--- src/rtl/fifo_write_side.sv ---
// -----------------------------------------------------------------------------
// fifo_write_side
//   Storage and pointer end of an 8-entry FIFO. Holds the eight data registers,
//   the read/write pointers and the occupancy count, and classifies every clock
//   edge into a status code. The read data path (8-to-1 mux) lives outside this
//   block; it is addressed by rd_ptr and fed from reg0..reg7.
//
// Ports
//   clk         rising-edge clock
//   reset_n     asynchronous active-low reset, clears contents immediately
//   wr_en       write request, sampled at posedge clk
//   rd_en       read (pop) request, sampled at posedge clk
//   din         write data
//   reg0..reg7  storage register contents (read mux inputs a..h)
//   rd_ptr      address of the oldest entry (read mux select)
//   wr_ptr      address of the next write slot
//   data_count  occupancy, 0..8
//   full        data_count == 8
//   empty       data_count == 0
//   wr_ack      one-cycle pulse after an accepted write
//   wr_err      one-cycle pulse after a rejected write
//   rd_ack      one-cycle pulse after an accepted read
//   rd_err      one-cycle pulse after a rejected read
//   state       status of the operation decided at the last edge
// -----------------------------------------------------------------------------
module fifo_write_side #(
    parameter int WIDTH = 32
) (
    input  logic             clk,
    input  logic             reset_n,
    input  logic             wr_en,
    input  logic             rd_en,
    input  logic [WIDTH-1:0] din,
    output logic [WIDTH-1:0] reg0,
    output logic [WIDTH-1:0] reg1,
    output logic [WIDTH-1:0] reg2,
    output logic [WIDTH-1:0] reg3,
    output logic [WIDTH-1:0] reg4,
    output logic [WIDTH-1:0] reg5,
    output logic [WIDTH-1:0] reg6,
    output logic [WIDTH-1:0] reg7,
    output logic [2:0]       rd_ptr,
    output logic [2:0]       wr_ptr,
    output logic [3:0]       data_count,
    output logic             full,
    output logic             empty,
    output logic             wr_ack,
    output logic             wr_err,
    output logic             rd_ack,
    output logic             rd_err,
    output logic [2:0]       state
);

    typedef enum logic [2:0] {
        ST_IDLE   = 3'b000,
        ST_WRITE  = 3'b001,
        ST_READ   = 3'b010,
        ST_WR_ERR = 3'b011,
        ST_RD_ERR = 3'b100,
        ST_RDWR   = 3'b101
    } state_t;

    logic [WIDTH-1:0] mem_r [8];
    logic [2:0]       wr_ptr_r;
    logic [2:0]       rd_ptr_r;
    logic [3:0]       count_r;
    state_t           state_r;
    logic             wr_ack_r;
    logic             wr_err_r;
    logic             rd_ack_r;
    logic             rd_err_r;

    state_t           next_state_s;
    logic             do_wr_s;
    logic             do_rd_s;
    logic             wr_ack_s;
    logic             wr_err_s;
    logic             rd_ack_s;
    logic             rd_err_s;
    logic             full_s;
    logic             empty_s;

    assign full_s  = (count_r == 4'd8);
    assign empty_s = (count_r == 4'd0);

    // Decide this edge's operation from the request pair and pre-edge occupancy.
    always_comb begin
        next_state_s = ST_IDLE;
        do_wr_s      = 1'b0;
        do_rd_s      = 1'b0;
        wr_ack_s     = 1'b0;
        wr_err_s     = 1'b0;
        rd_ack_s     = 1'b0;
        rd_err_s     = 1'b0;
        case ({wr_en, rd_en})
            2'b00: begin
                next_state_s = ST_IDLE;
            end
            2'b10: begin
                if (!full_s) begin
                    next_state_s = ST_WRITE;
                    do_wr_s      = 1'b1;
                    wr_ack_s     = 1'b1;
                end else begin
                    next_state_s = ST_WR_ERR;
                    wr_err_s     = 1'b1;
                end
            end
            2'b01: begin
                if (!empty_s) begin
                    next_state_s = ST_READ;
                    do_rd_s      = 1'b1;
                    rd_ack_s     = 1'b1;
                end else begin
                    next_state_s = ST_RD_ERR;
                    rd_err_s     = 1'b1;
                end
            end
            2'b11: begin
                // At the extremes only the half that can succeed is taken;
                // the other half is flagged but the status names the survivor.
                if (empty_s) begin
                    next_state_s = ST_WRITE;
                    do_wr_s      = 1'b1;
                    wr_ack_s     = 1'b1;
                    rd_err_s     = 1'b1;
                end else if (full_s) begin
                    next_state_s = ST_READ;
                    do_rd_s      = 1'b1;
                    rd_ack_s     = 1'b1;
                    wr_err_s     = 1'b1;
                end else begin
                    next_state_s = ST_RDWR;
                    do_wr_s      = 1'b1;
                    do_rd_s      = 1'b1;
                    wr_ack_s     = 1'b1;
                    rd_ack_s     = 1'b1;
                end
            end
            default: begin
                next_state_s = ST_IDLE;
            end
        endcase
    end

    // Status register and single-cycle ack/err pulses.
    always_ff @(posedge clk or negedge reset_n) begin
        if (!reset_n) begin
            state_r  <= ST_IDLE;
            wr_ack_r <= 1'b0;
            wr_err_r <= 1'b0;
            rd_ack_r <= 1'b0;
            rd_err_r <= 1'b0;
        end else begin
            state_r  <= next_state_s;
            wr_ack_r <= wr_ack_s;
            wr_err_r <= wr_err_s;
            rd_ack_r <= rd_ack_s;
            rd_err_r <= rd_err_s;
        end
    end

    // Storage registers; popped entries keep their stale contents.
    always_ff @(posedge clk or negedge reset_n) begin
        if (!reset_n) begin
            for (int i = 0; i < 8; i++) begin
                mem_r[i] <= '0;
            end
        end else if (do_wr_s) begin
            mem_r[wr_ptr_r] <= din;
        end
    end

    // Pointers wrap mod 8 through their 3-bit width; count stays in 0..8
    // because the decision logic never accepts a write when full or a read when empty.
    always_ff @(posedge clk or negedge reset_n) begin
        if (!reset_n) begin
            wr_ptr_r <= 3'd0;
            rd_ptr_r <= 3'd0;
            count_r  <= 4'd0;
        end else begin
            if (do_wr_s) begin
                wr_ptr_r <= wr_ptr_r + 3'd1;
            end
            if (do_rd_s) begin
                rd_ptr_r <= rd_ptr_r + 3'd1;
            end
            case ({do_wr_s, do_rd_s})
                2'b10:   count_r <= count_r + 4'd1;
                2'b01:   count_r <= count_r - 4'd1;
                default: count_r <= count_r;
            endcase
        end
    end

    assign reg0       = mem_r[0];
    assign reg1       = mem_r[1];
    assign reg2       = mem_r[2];
    assign reg3       = mem_r[3];
    assign reg4       = mem_r[4];
    assign reg5       = mem_r[5];
    assign reg6       = mem_r[6];
    assign reg7       = mem_r[7];
    assign rd_ptr     = rd_ptr_r;
    assign wr_ptr     = wr_ptr_r;
    assign data_count = count_r;
    assign full       = full_s;
    assign empty      = empty_s;
    assign wr_ack     = wr_ack_r;
    assign wr_err     = wr_err_r;
    assign rd_ack     = rd_ack_r;
    assign rd_err     = rd_err_r;
    assign state      = state_r;

endmodule
--- config.mk ---
export PLATFORM = sky130hd
export DESIGN_NAME = fifo_write_side
export DESIGN_NICKNAME = d
export VERILOG_FILES = /design/src/rtl/fifo_write_side.sv
export SDC_FILE = /design/constraint.sdc
export NUM_CORES = 1
export LEC_CHECK = 0
export CAP_MARGIN = 20
export CELL_PAD_IN_SITES_DETAIL_PLACEMENT = 1
export CELL_PAD_IN_SITES_GLOBAL_PLACEMENT = 1
export CORE_MARGIN = 1.5
export CORE_UTILIZATION = 35
export DETAILED_ROUTE_END_ITERATION = 8
export MAX_ROUTING_LAYER = met4
export PLACE_DENSITY = 0.85
export SYNTH_ARGS = -nofsm -noshare
export SYNTH_HDL_FRONTEND = slang
export SYNTH_SLANG_ARGS = --single-unit
--- constraint.sdc ---
create_clock -name clk -period 2.37 [get_ports clk]
set_input_delay 0.711 -clock clk [delete_from_list [all_inputs] [get_ports clk]]
set_output_delay 0.711 -clock clk [all_outputs]
set_load 0.05 [all_outputs]
==> impl_summary.txt, run 1 <==
----------------------------------------------------
[Global route]
  Wire length of the first global-routing pass ... 48.1 mm
  Global routing usage summed across all routing layers ... 20.9%
  Number of global-route vias before repair ... 7738
  Highest-utilization routing layer at the global route stage ... met2
  Met1 track utilization from global routing ... 24.1%
  Global route overflow ... 0
  Initial antenna violation count ... 0
  Met2 usage in global routing ... 36.1%
  Largest net degree at the start of global routing ... 67
  GR Util met3 ... 5.49%

[Floorplan]
  Top Ports ... 311
  Die Outline Area ... 31000 um2
  Die Width ... 176 um
  Num rows ... 63
  Vertical die dimension ... 176 um
  Starting utilization of the core area ... 35.4%
  Core footprint ... 29600 um2

[Detailed routing]
  Violation count after the first detailed-route iteration ... 196
  Routed vias/inst ... 4.82
  Count of nets left with antenna violations after detail routing ... 0
  Post-route DRC ... 0
  Total iterations of the first detailed-routing run ... 4
  Avg WL per Cell ... 22.8 um
  DRT Wirelength ... 31.5 mm
  Vias post-DR ... 6637

[Clock tree]
  Clock tree from TritonCTS ... built
  Clock latency on the worst-skew pair ... 540 ps
  CTS Buf Count ... 31
  Library cell used as clock root buffer ... sky130_fd_sc_hd__clkbuf_16
  Clock transition at path regs ... 60 ps
  Number of clock sinks ... 273
  Number of buffers on the longest clock path ... 3
  Post-CTS Hold Buffers ... 0
  Level count of the clock H-tree ... 1

[Finish]
  Non-filler instance count after layout ... 1378
  Layout overhead on the synthesized area ... 48.5%
  Nets ... 1009
  Total area of multi-input combinational cells ... 3860 um2
  Number of inserted diodes ... 0
  Share of final-layout standard cells stronger than drive strength 1 ... 38.5%
  Area taken by flip-flops and latches ... 6840 um2
  Layout fillers ... 2893

[Synthesis]
  Mean post-synth cell area ... 17.2 um2
  Distinct cells, synth ... 31
  Area leader, netlist ... sky130_fd_sc_hd__dfrtp_1
  Ys Warns ... 0
  Syn Std Cell Area ... 10500 um2
  Cell count after synthesis ... 609
  Leading post-synthesis cells by cell area ... sky130_fd_sc_hd__dfrtp_1 (65%), sky130_fd_sc_hd__mux2_2 (26%), sky130_fd_sc_hd__mux2_1 (2.3%), sky130_fd_sc_hd__buf_6 (2.1%), sky130_fd_sc_hd__ha_1 (0.60%)
  Fraction of the yosys area taken by sequential cells ... 65.2%
  Mapped Nets ... 650
  Synthesized flop and latch total ... 273
  Portion of synthesized cell area occupied by the leading cell type ... 65.2%

[Setup path]
  Largest driver fanout on the critical path ... 3
  Buffering stage count on the worst path with inverters included ... 3
  Largest stage delay, worst path ... 420 ps
  Start-to-end type of the worst setup path ... reg -> out
  Critical Path, Cell by Cell ... buf_8 -> nor4b_4 -> buf_4 -> buf_12
  Worst-case register-to-register setup slack ... 140 ps
  Crit path max-delay cell type ... sky130_fd_sc_hd__dfrtp_2
  FF-to-FF path depth ... 8
  Worst r2r dst ... data_count[3]$_DFFE_PN0P_
  Cell family with the largest share of critical-path delay ... buffers and inverters
  Endpoint type of the worst setup path ... output pin
  CP Data Arrival Time ... 1700 ps
  Startpoint of the worst register-to-register path ... data_count[2]$_DFFE_PN0P_
  Critical path data required time ... 1660 ps
  CP Launch Type ... register

[Flow run]
  Max cap viols ... 0

[Timing]
  Final setup violating endpoints ... 1
  Worst-case setup margin in the final layout ... -40.9 ps
  Achievable clock frequency ... 415 MHz
  Final clock skew ... 17.4 ps
  Final critical-path share of the clock period ... 102%
  Worst-Margin Slew ... 572 ps
  Remaining max-slew budget at the tightest pin ... 62.0%
  Setup repair after global routing missed its margin ... yes
  Final hold violation count ... 0
  Fin. max-slew vios ... 0
  Min Clock Period, post-route ... 2410 ps

[Placement]
  Post-place setup slack ... -212 ps
  Final estimated routing congestion in global placement ... 0.779
  Total of buffers placed on input and output ports ... 310
  Half-perimeter wire length after placement ... 21.6 mm
  Placed Cells ... 1319

[Outcome]
  Failing checks ... setup timing
  Result of the run ... finished, violations left

[Hold path]
  Path class of the lowest-slack min-delay path ... in -> async

----------------------------------------------------
## cell families after synthesis
family	Yosys count	synth area share, %
DFF	273	65.2
adders and majority gates	5	0.597
and+or+nand+nor	27	2.27
AOI/OAI and AO/OA	8	0.478
buffers and inverters	28	2.87
muxes	259	27.8
xor gates and xnor gates	9	0.752
## how the worst max path moves through the flow
stage	from	end	slack [ps]	cells past startpoint
2_1_floorplan	data_count[1]$_DFFE_PN0P_	data_count[2]$_DFFE_PN0P_	-380	12
3_3_place_gp	wr_en	data_count[2]$_DFFE_PN0P_	-190	10
3_5_place_dp	wr_en	data_count[2]$_DFFE_PN0P_	-210	10
4_1_cts	data_count[0]$_DFFE_PN0P_	full	-100	4
5_1_grt	data_count[2]$_DFFE_PN0P_	full	-110	4
6_report	data_count[0]$_DFFE_PN0P_	full	-40	4
## registers in the layout, summed over array words and instances (netlist names), 4 cells and up
register    count
data_count      4
reg0           32
reg1           32
reg2           32
reg3           32
reg4           32
reg5           32
reg6           32
reg7           32
## repair_timing
item                                    in CTS  in global routing
buffers inserted                             1                  5
endpoints found under the setup margin     268                  4
pin swaps                                    1                  1
resized for setup                          268                  4
endpoints found under the hold margin        0                  0
## per-layer routing
layer  up-vias  routed length [um]  share of wire, %
met5         -                   0                 0
met4         0                 826               2.6
met3        50                2150               6.8
met2       236               16000                51
met1      3486               12500                40
li1       2865                   -                 -
## cells in the final DEF, fill, tap and decap left out, drive strengths merged, types with 3 or more instances in the layout
master,instances
xnor2,4
clkinv,5
dfrtp,273
a21oi,3
clkbuf,45
ha,5
dlygate4sd2,266
mux2,259
buf,52
xor2,5
nand2,5
nor2b,6
clkdlybuf4s50,34
nand3,4
## final cells by class
type | count | area share [%]
Sequential cell | 273 | 44.0
Multi-Input combinational cell | 308 | 24.8
Timing Repair Buffer | 352 | 21.7
Clock buffer | 45 | 5.78
Tap cell | 390 | 3.14
Clock inverter | 8 | 0.595
Inverter | 2 | 0.0644
## per-stage QoR
step                      hold WS, ps  util (%)  cell area (um2)  setup TNS (ps)
after floorplan                   415         -            11000           -8040
after global placement            467      50.2            14800          -11750
after detailed placement          492      50.2            14800          -20120
after CTS                        54.5      52.4            15500            -197
after global routing             71.6      52.6            15600            -110
final                            64.8      52.6            15600           -40.9
## synth_stat cells
cell                       count
sky130_fd_sc_hd__dfrtp_1     273
sky130_fd_sc_hd__mux2_2      238
sky130_fd_sc_hd__mux2_1       21
sky130_fd_sc_hd__buf_6        20
sky130_fd_sc_hd__ha_1          5
sky130_fd_sc_hd__nand2_1       5
sky130_fd_sc_hd__nor2b_1       5
sky130_fd_sc_hd__xor2_1        5
sky130_fd_sc_hd__xnor2_1       4
sky130_fd_sc_hd__a21oi_1       3
sky130_fd_sc_hd__buf_4         3
sky130_fd_sc_hd__buf_8         3
sky130_fd_sc_hd__nand3_4       3
sky130_fd_sc_hd__inv_1         2
sky130_fd_sc_hd__nor2_1        2
sky130_fd_sc_hd__or3_1         2
sky130_fd_sc_hd__a21boi_0      1
sky130_fd_sc_hd__a31oi_1       1
sky130_fd_sc_hd__and2_1        1
sky130_fd_sc_hd__and2_2        1
sky130_fd_sc_hd__and2b_1       1
sky130_fd_sc_hd__nand3_2       1
sky130_fd_sc_hd__nand4_4       1
sky130_fd_sc_hd__nor2b_2       1
sky130_fd_sc_hd__nor3_1        1
sky130_fd_sc_hd__nor3b_4       1
sky130_fd_sc_hd__nor4_1        1
sky130_fd_sc_hd__nor4b_4       1
sky130_fd_sc_hd__o21ai_1       1
sky130_fd_sc_hd__o21bai_1      1
sky130_fd_sc_hd__o32ai_1       1
Power of run 1 is left out: the tool's default activity adds up to more than one toggle a clock period on the data nets, which glitch-free logic cannot reach.
==> run 2, diff against run 1 <==
Settings changed: CAP_MARGIN 20 to unset, CORE_UTILIZATION 35 to 42, PLACE_DENSITY 0.85 to 0.95.
Clock period 2.37 ns to 2.9 ns, I/O delays scaled along.
==> run 2 against run 1 <==
Against the previous run: the flow now finishes without violations; final area decreased by 3.0%; count of clock-buffer cells in the layout decreased by 9; clock skew decreased by 6.6 ps; wire length increased by 6.3%; cell count decreased by 5.9%; utilization increased by 9.3 points; critical path depth decreased by 2; hold slack improved by 220 ps; die area decreased by 16%; critical path type unchanged; highest routed layer unchanged.
==> impl_summary.txt, run 2 (synthesis gave the netlist of run 1 again) <==
----------------------------------------------------
[Outcome]
  Result of the run ... finished, final reports clean (was finished, violations left)

[Detailed routing]
  Violation count after the first detailed-route iteration ... 247 (was 196)
  Post-route DRC ... 0 (unchanged)
  DRT Wirelength ... 33.5 mm (was 31.5 mm)
  Routed vias/inst ... 5.14 (was 4.82)
  Vias post-DR ... 6661 (was 6637)
  Count of nets left with antenna violations after detail routing ... 0 (unchanged)
  Total iterations of the first detailed-routing run ... 6 (was 4)
  Avg WL per Cell ... 25.8 um (was 22.8 um)

[Clock tree]
  Clock transition at path regs ... 60 ps (about the same)
  Number of clock sinks ... 273 (unchanged)
  Level count of the clock H-tree ... 1 (unchanged)
  Number of post-CTS setup repair buffers ... 0 (was 1)
  Post-CTS Hold Buffers ... 0 (unchanged)
  Library cell used as clock root buffer ... sky130_fd_sc_hd__clkbuf_16 (unchanged)
  Post-cts sizing count ... 1 (was 268)
  Clock tree from TritonCTS ... built (unchanged)
  Clock latency on the worst-skew pair ... 530 ps (was 540 ps)
  CTS Buf Count ... 29 (was 31)
  Number of buffers on the longest clock path ... 3 (unchanged)

[Flow run]
  Max cap viols ... 0 (unchanged)

[Setup path]
  Buffering stage count on the worst path with inverters included ... 1 (was 3)
  Critical Path, Cell by Cell ... nor4_2 -> dlygate4sd2_1 (was buf_8 -> nor4b_4 -> buf_4 -> buf_12)
  Endpoint type of the worst setup path ... output pin (unchanged)
  Cell family with the largest share of critical-path delay ... buffers and inverters (unchanged)
  Worst-case register-to-register setup slack ... 390 ps (was 140 ps)
  Start-to-end type of the worst setup path ... reg -> out (unchanged)
  FF-to-FF path depth ... 10 (was 8)
  Worst r2r dst ... data_count[2]$_DFFE_PN0P_ (was data_count[3]$_DFFE_PN0P_)
  CP Data Arrival Time ... 1910 ps (was 1700 ps)
  Startpoint of the worst register-to-register path ... data_count[2]$_DFFE_PN0P_ (unchanged)
  CP Launch Type ... register (unchanged)
  Largest driver fanout on the critical path ... 6 (was 3)
  Crit path max-delay cell type ... sky130_fd_sc_hd__dlygate4sd2_1 (was sky130_fd_sc_hd__dfrtp_2)
  Critical path data required time ... 2030 ps (was 1660 ps)
  Largest stage delay, worst path ... 580 ps (was 420 ps)

[Timing]
  Setup TNS after final layout ... 0 ps (was -40.9 ps)
  Setup repair after global routing missed its margin ... no (was yes)
  Achievable clock frequency ... 360 MHz
  Final hold violation count ... 0 (unchanged)
  Fin. max-slew vios ... 0 (unchanged)
  Worst-Margin Slew ... 593 ps (was 572 ps)
  Min Clock Period, post-route ... 2780 ps
  Final critical-path share of the clock period ... 95.9%
  Remaining max-slew budget at the tightest pin ... 60.3% (was 62.0%)
  Final clock skew ... 10.8 ps (was 17.4 ps)
  Final setup violating endpoints ... 0 (was 1)

[Global route]
  Global routing usage summed across all routing layers ... 27.1% (was 20.9%)
  Number of global-route vias before repair ... 7765 (was 7738)
  Global route overflow ... 0 (unchanged)
  Initial antenna violation count ... 1 (was 0)
  Wire length of the first global-routing pass ... 51.0 mm (was 48.1 mm)
  Largest net degree at the start of global routing ... 66 (was 67)

[Placement]
  Final estimated routing congestion in global placement ... 0.761 (was 0.779)
  Half-perimeter wire length after placement ... 21.7 mm (was 21.6 mm)
  Total of buffers placed on input and output ports ... 310 (unchanged)

[Floorplan]
  Die Outline Area ... 25900 um2 (was 31000 um2)
  Num rows ... 57 (was 63)
  Starting utilization of the core area ... 43.0% (was 35.4%)
  Top Ports ... 311 (unchanged)
  Die Width ... 161 um (was 176 um)
  Vertical die dimension ... 161 um (was 176 um)
  Core footprint ... 24400 um2 (was 29600 um2)

[Finish]
  Layout overhead on the synthesized area ... 44.1% (was 48.5%)
  Share of final-layout standard cells stronger than drive strength 1 ... 34.4% (was 38.5%)
  Nets ... 992 (was 1009)
  Most common library cell in the layout ignoring fill and taps ... sky130_fd_sc_hd__clkdlybuf4s50_1 (was sky130_fd_sc_hd__dfrtp_1)
  Commonest cells after routing, fill and taps aside ... sky130_fd_sc_hd__clkdlybuf4s50_1 (305), sky130_fd_sc_hd__dfrtp_1 (269), sky130_fd_sc_hd__mux2_2 (238) (was sky130_fd_sc_hd__dfrtp_1 (269), sky130_fd_sc_hd__dlygate4sd2_1 (266), sky130_fd_sc_hd__mux2_2 (139))

[Hold path]
  Path class of the lowest-slack min-delay path ... in -> async (unchanged)

----------------------------------------------------
==> run 2: worst max path at each step <==
stage | from | end | cells past startpoint
floorplan | data_count[1]$_DFFE_PN0P_ | data_count[2]$_DFFE_PN0P_ | 12
global placement | wr_en | data_count[2]$_DFFE_PN0P_ | 10
detailed placement | wr_en | data_count[2]$_DFFE_PN0P_ | 10
CTS | wr_ptr[0]$_DFFE_PN0P_ | wr_ptr[0] | 1
global route | data_count[3]$_DFFE_PN0P_ | empty | 2
finish | data_count[3]$_DFFE_PN0P_ | empty | 2
==> run 2: layer usage <==
layer  routed length [um]  track usage [%]  up-vias  share of wire (%)
li1                     -                -     2845                  -
met1                12400             29.6     3509                 37
met2                18000             49.0      255                 54
met3                 2330             7.23       52                7.0
met4                  651             6.40        0                1.9
met5                    0                -        -                  0
==> run 2: per-stage QoR <==
step                setup WS [ps]  area (um2)  cells  hold slack [ps]  utilization, %
detailed placement           32.3       14000   1244              483            57.5
floorplan                    42.3       10500    609              574               -
finish                        119       15100   1297              286            61.9
CTS                          6.43       15100   1296              287            61.8
global route                 32.1       15100   1297              299            61.9
global placement              138       14000   1244              463            57.5
==> run 2: layout make-up <==
type                            instances  area, um2
Multi-Input combinational cell        308       3360
Timing Repair Buffer                  337       3410
Clock inverter                         16        268
Inverter                                2       7.51
Sequential cell                       273       6840
Tap cell                              324        405
Clock buffer                           36        802
Antenna cell                            1       2.50
Fill cell                            2216       9300
Power of run 2 is left out for the same reason.
==> run 3, diff against run 2 <==
Settings changed: CTS_CLUSTER_DIAMETER set to 120, GPL_TIMING_DRIVEN set to 0.
==> run 3 against run 2 <==
Against the previous run: critical endpoint unchanged; die area unchanged; cell count up 0.23%; register-to-register slack got worse by 140 ps; clock skew is 5.1 ps higher; wire length is 2.2% lower; global-route usage is 0.95 points lower; critical path type unchanged; critical path depth up 1.
==> impl_summary.txt, run 3 (synthesis gave the netlist of run 1 again) <==
----------------------------------------------------
[Detailed routing]
  Total iterations of the first detailed-routing run ... 4 (was 6)
  Count of nets left with antenna violations after detail routing ... 0 (unchanged)
  Violation count after the first detailed-route iteration ... 248 (was 247)
  Routed vias/inst ... 5.07 (was 5.14)
  DRT Wirelength ... 32.7 mm (was 33.5 mm)
  Post-route DRC ... 0 (unchanged)
  Avg WL per Cell ... 25.2 um (was 25.8 um)
  Vias post-DR ... 6592 (was 6661)

[Finish]
  Layout overhead on the synthesized area ... 43.3% (was 44.1%)
  Most common library cell in the layout ignoring fill and taps ... sky130_fd_sc_hd__clkdlybuf4s50_1 (unchanged)
  Commonest cells after routing, fill and taps aside ... sky130_fd_sc_hd__clkdlybuf4s50_1 (304), sky130_fd_sc_hd__dfrtp_1 (269), sky130_fd_sc_hd__mux2_2 (238) (was sky130_fd_sc_hd__clkdlybuf4s50_1 (305), sky130_fd_sc_hd__dfrtp_1 (269), sky130_fd_sc_hd__mux2_2 (238))
  Layout fillers ... 2231 (was 2216)
  Share of final-layout standard cells stronger than drive strength 1 ... 33.7% (was 34.4%)
  Nets ... 996 (was 992)
  Final instance area ... 15000 um2 (was 15100 um2)

[Timing]
  Fin. max-slew vios ... 0 (unchanged)
  Min Clock Period, post-route ... 2800 ps (was 2780 ps)
  Setup TNS after final layout ... 0 ps (unchanged)
  Worst-Margin Slew ... 645 ps (was 593 ps)
  Final clock skew ... 15.9 ps (was 10.8 ps)
  Achievable clock frequency ... 357 MHz (was 360 MHz)
  Final hold violation count ... 0 (unchanged)
  Setup repair after global routing missed its margin ... no (unchanged)
  Final critical-path share of the clock period ... 96.5% (was 95.9%)
  Remaining max-slew budget at the tightest pin ... 56.8% (was 60.3%)
  Final setup violating endpoints ... 0 (unchanged)

[Clock tree]
  Clock latency on the worst-skew pair ... 550 ps (was 530 ps)
  CTS Buf Count ... 30 (was 29)
  Clock transition at path regs ... 60 ps (about the same)
  Library cell used as clock root buffer ... sky130_fd_sc_hd__clkbuf_16 (unchanged)
  Number of clock sinks ... 273 (unchanged)
  Clock tree from TritonCTS ... built (unchanged)
  Level count of the clock H-tree ... 1 (unchanged)
  Post-CTS Hold Buffers ... 0 (unchanged)
  Number of buffers on the longest clock path ... 3 (unchanged)

[Setup path]
  CP Launch Type ... register (unchanged)
  Buffering stage count on the worst path with inverters included ... 2 (was 1)
  Origin of the worst setup path ... data_count[1]$_DFFE_PN0P_ (was data_count[3]$_DFFE_PN0P_)
  Crit path max-delay cell type ... sky130_fd_sc_hd__dlygate4sd2_1 (unchanged)
  Critical Path, Cell by Cell ... buf_6 -> nor4_2 -> dlygate4sd2_1 (was nor4_2 -> dlygate4sd2_1)
  CP Data Arrival Time ... 1930 ps (was 1910 ps)
  Cell family with the largest share of critical-path delay ... buffers and inverters (unchanged)
  Largest driver fanout on the critical path ... 8 (was 6)
  Start-to-end type of the worst setup path ... reg -> out (unchanged)
  Critical path data required time ... 2030 ps (about the same)
  Largest stage delay, worst path ... 570 ps (was 580 ps)
  Endpoint type of the worst setup path ... output pin (unchanged)
  Startpoint of the worst register-to-register path ... data_count[1]$_DFFE_PN0P_ (was data_count[2]$_DFFE_PN0P_)

[Global route]
  Met2 usage in global routing ... 45.8% (was 49.0%)
  Largest net degree at the start of global routing ... 125 (was 66)
  Global routing usage summed across all routing layers ... 26.2% (was 27.1%)
  Wire length of the first global-routing pass ... 49.4 mm (was 51.0 mm)
  Number of global-route vias before repair ... 7847 (was 7765)
  GR Util met3 ... 7.77% (was 7.23%)
  Highest-utilization routing layer at the global route stage ... met2 (unchanged)
  Initial antenna violation count ... 1 (unchanged)
  Met1 track utilization from global routing ... 28.6% (was 29.6%)
  Global route overflow ... 0 (unchanged)

[Flow run]
  Max cap viols ... 0 (unchanged)

[Floorplan]
  Core footprint ... 24400 um2 (unchanged)
  Die Width ... 161 um (unchanged)
  Die Outline Area ... 25900 um2 (unchanged)
  Vertical die dimension ... 161 um (unchanged)
  Starting utilization of the core area ... 43.0% (unchanged)
  Num rows ... 57 (unchanged)
  Top Ports ... 311 (unchanged)

[Outcome]
  Result of the run ... finished, final reports clean (unchanged)

[Placement]
  Total of buffers placed on input and output ports ... 310 (unchanged)
  Cell Area, Placed ... 14100 um2 (was 14000 um2)
  Half-perimeter wire length after placement ... 22.0 mm (was 21.7 mm)
  Final estimated routing congestion in global placement ... 0.773 (was 0.761)

[Hold path]
  Path class of the lowest-slack min-delay path ... in -> async (unchanged)

----------------------------------------------------
[run 3: changes by cell type in the layout (fill, tap and decap cells not counted), moves of 3 or more]
cell | before | now
sky130_fd_sc_hd__buf_8 | 1 | 4
sky130_fd_sc_hd__buf_4 | 20 | 5
sky130_fd_sc_hd__nand2_2 | 3 | 0
sky130_fd_sc_hd__buf_6 | 0 | 20
sky130_fd_sc_hd__buf_12 | 8 | 0
sky130_fd_sc_hd__nand2_1 | 2 | 5
sky130_fd_sc_hd__clkbuf_1 | 2 | 7
sky130_fd_sc_hd__bufinv_16 | 7 | 1
[run 3: final timing paths]
kind | end | slack [ps] | cells past startpoint
worst max-delay path | empty | 100 | 3
worst min-delay path | reg1[7]$_DFFE_PN0P_ | 190 | 1
worst max register to register | data_count[2]$_DFFE_PN0P_ | 250 | 11
worst min register to register | rd_ptr[2]$_DFFE_PN0P_ | 480 | 1
max in group asynchronous | reg5[23]$_DFFE_PN0P_ | 1780 | 2
min in group clk | rd_ptr[2]$_DFFE_PN0P_ | 480 | 1
[run 3: cell type report]
| type | count | area (um2) | share of cell area (%) |
|---|---|---|---|
| timing repair buffer | 314 | 3180 | 21.2 |
| clock buffer | 42 | 857 | 5.71 |
| clock inverter | 10 | 81.3 | 0.542 |
| buffer | 26 | 293 | 1.95 |
| sequential | 273 | 6840 | 45.5 |
| antenna | 1 | 2.50 | 0.0167 |
| tap | 324 | 405 | 2.70 |
| multi-input combinational | 308 | 3350 | 22.3 |
| inverter | 2 | 7.51 | 0.0500 |
[run 3: timing repair]
action                     in CTS  in global routing
buffers inserted                0                  2
pin swaps                       0                  1
resized for setup               5                  2
setup endpoints to repair       3                  3
[run 3: layer usage]
| layer | vias up | wire length, um |
|---|---|---|
| met2 | 269 | 16700 |
| met5 | - | 0 |
| li1 | 2854 | - |
| met4 | 0 | 1000 |
| met1 | 3406 | 12400 |
| met3 | 63 | 2550 |
[run 3: per-stage QoR]
step	worst slack, ps	cells	utilization [%]	hold slack (ps)
final	102	1300	61.6	193
after floorplan	42.3	609	-	574
after global placement	-11700	1243	57.4	463
after detailed placement	-277	1245	57.6	476
after CTS	23.8	1297	61.5	186
after global routing	24.4	1300	61.6	199
Power of run 3 is left out for the same reason.
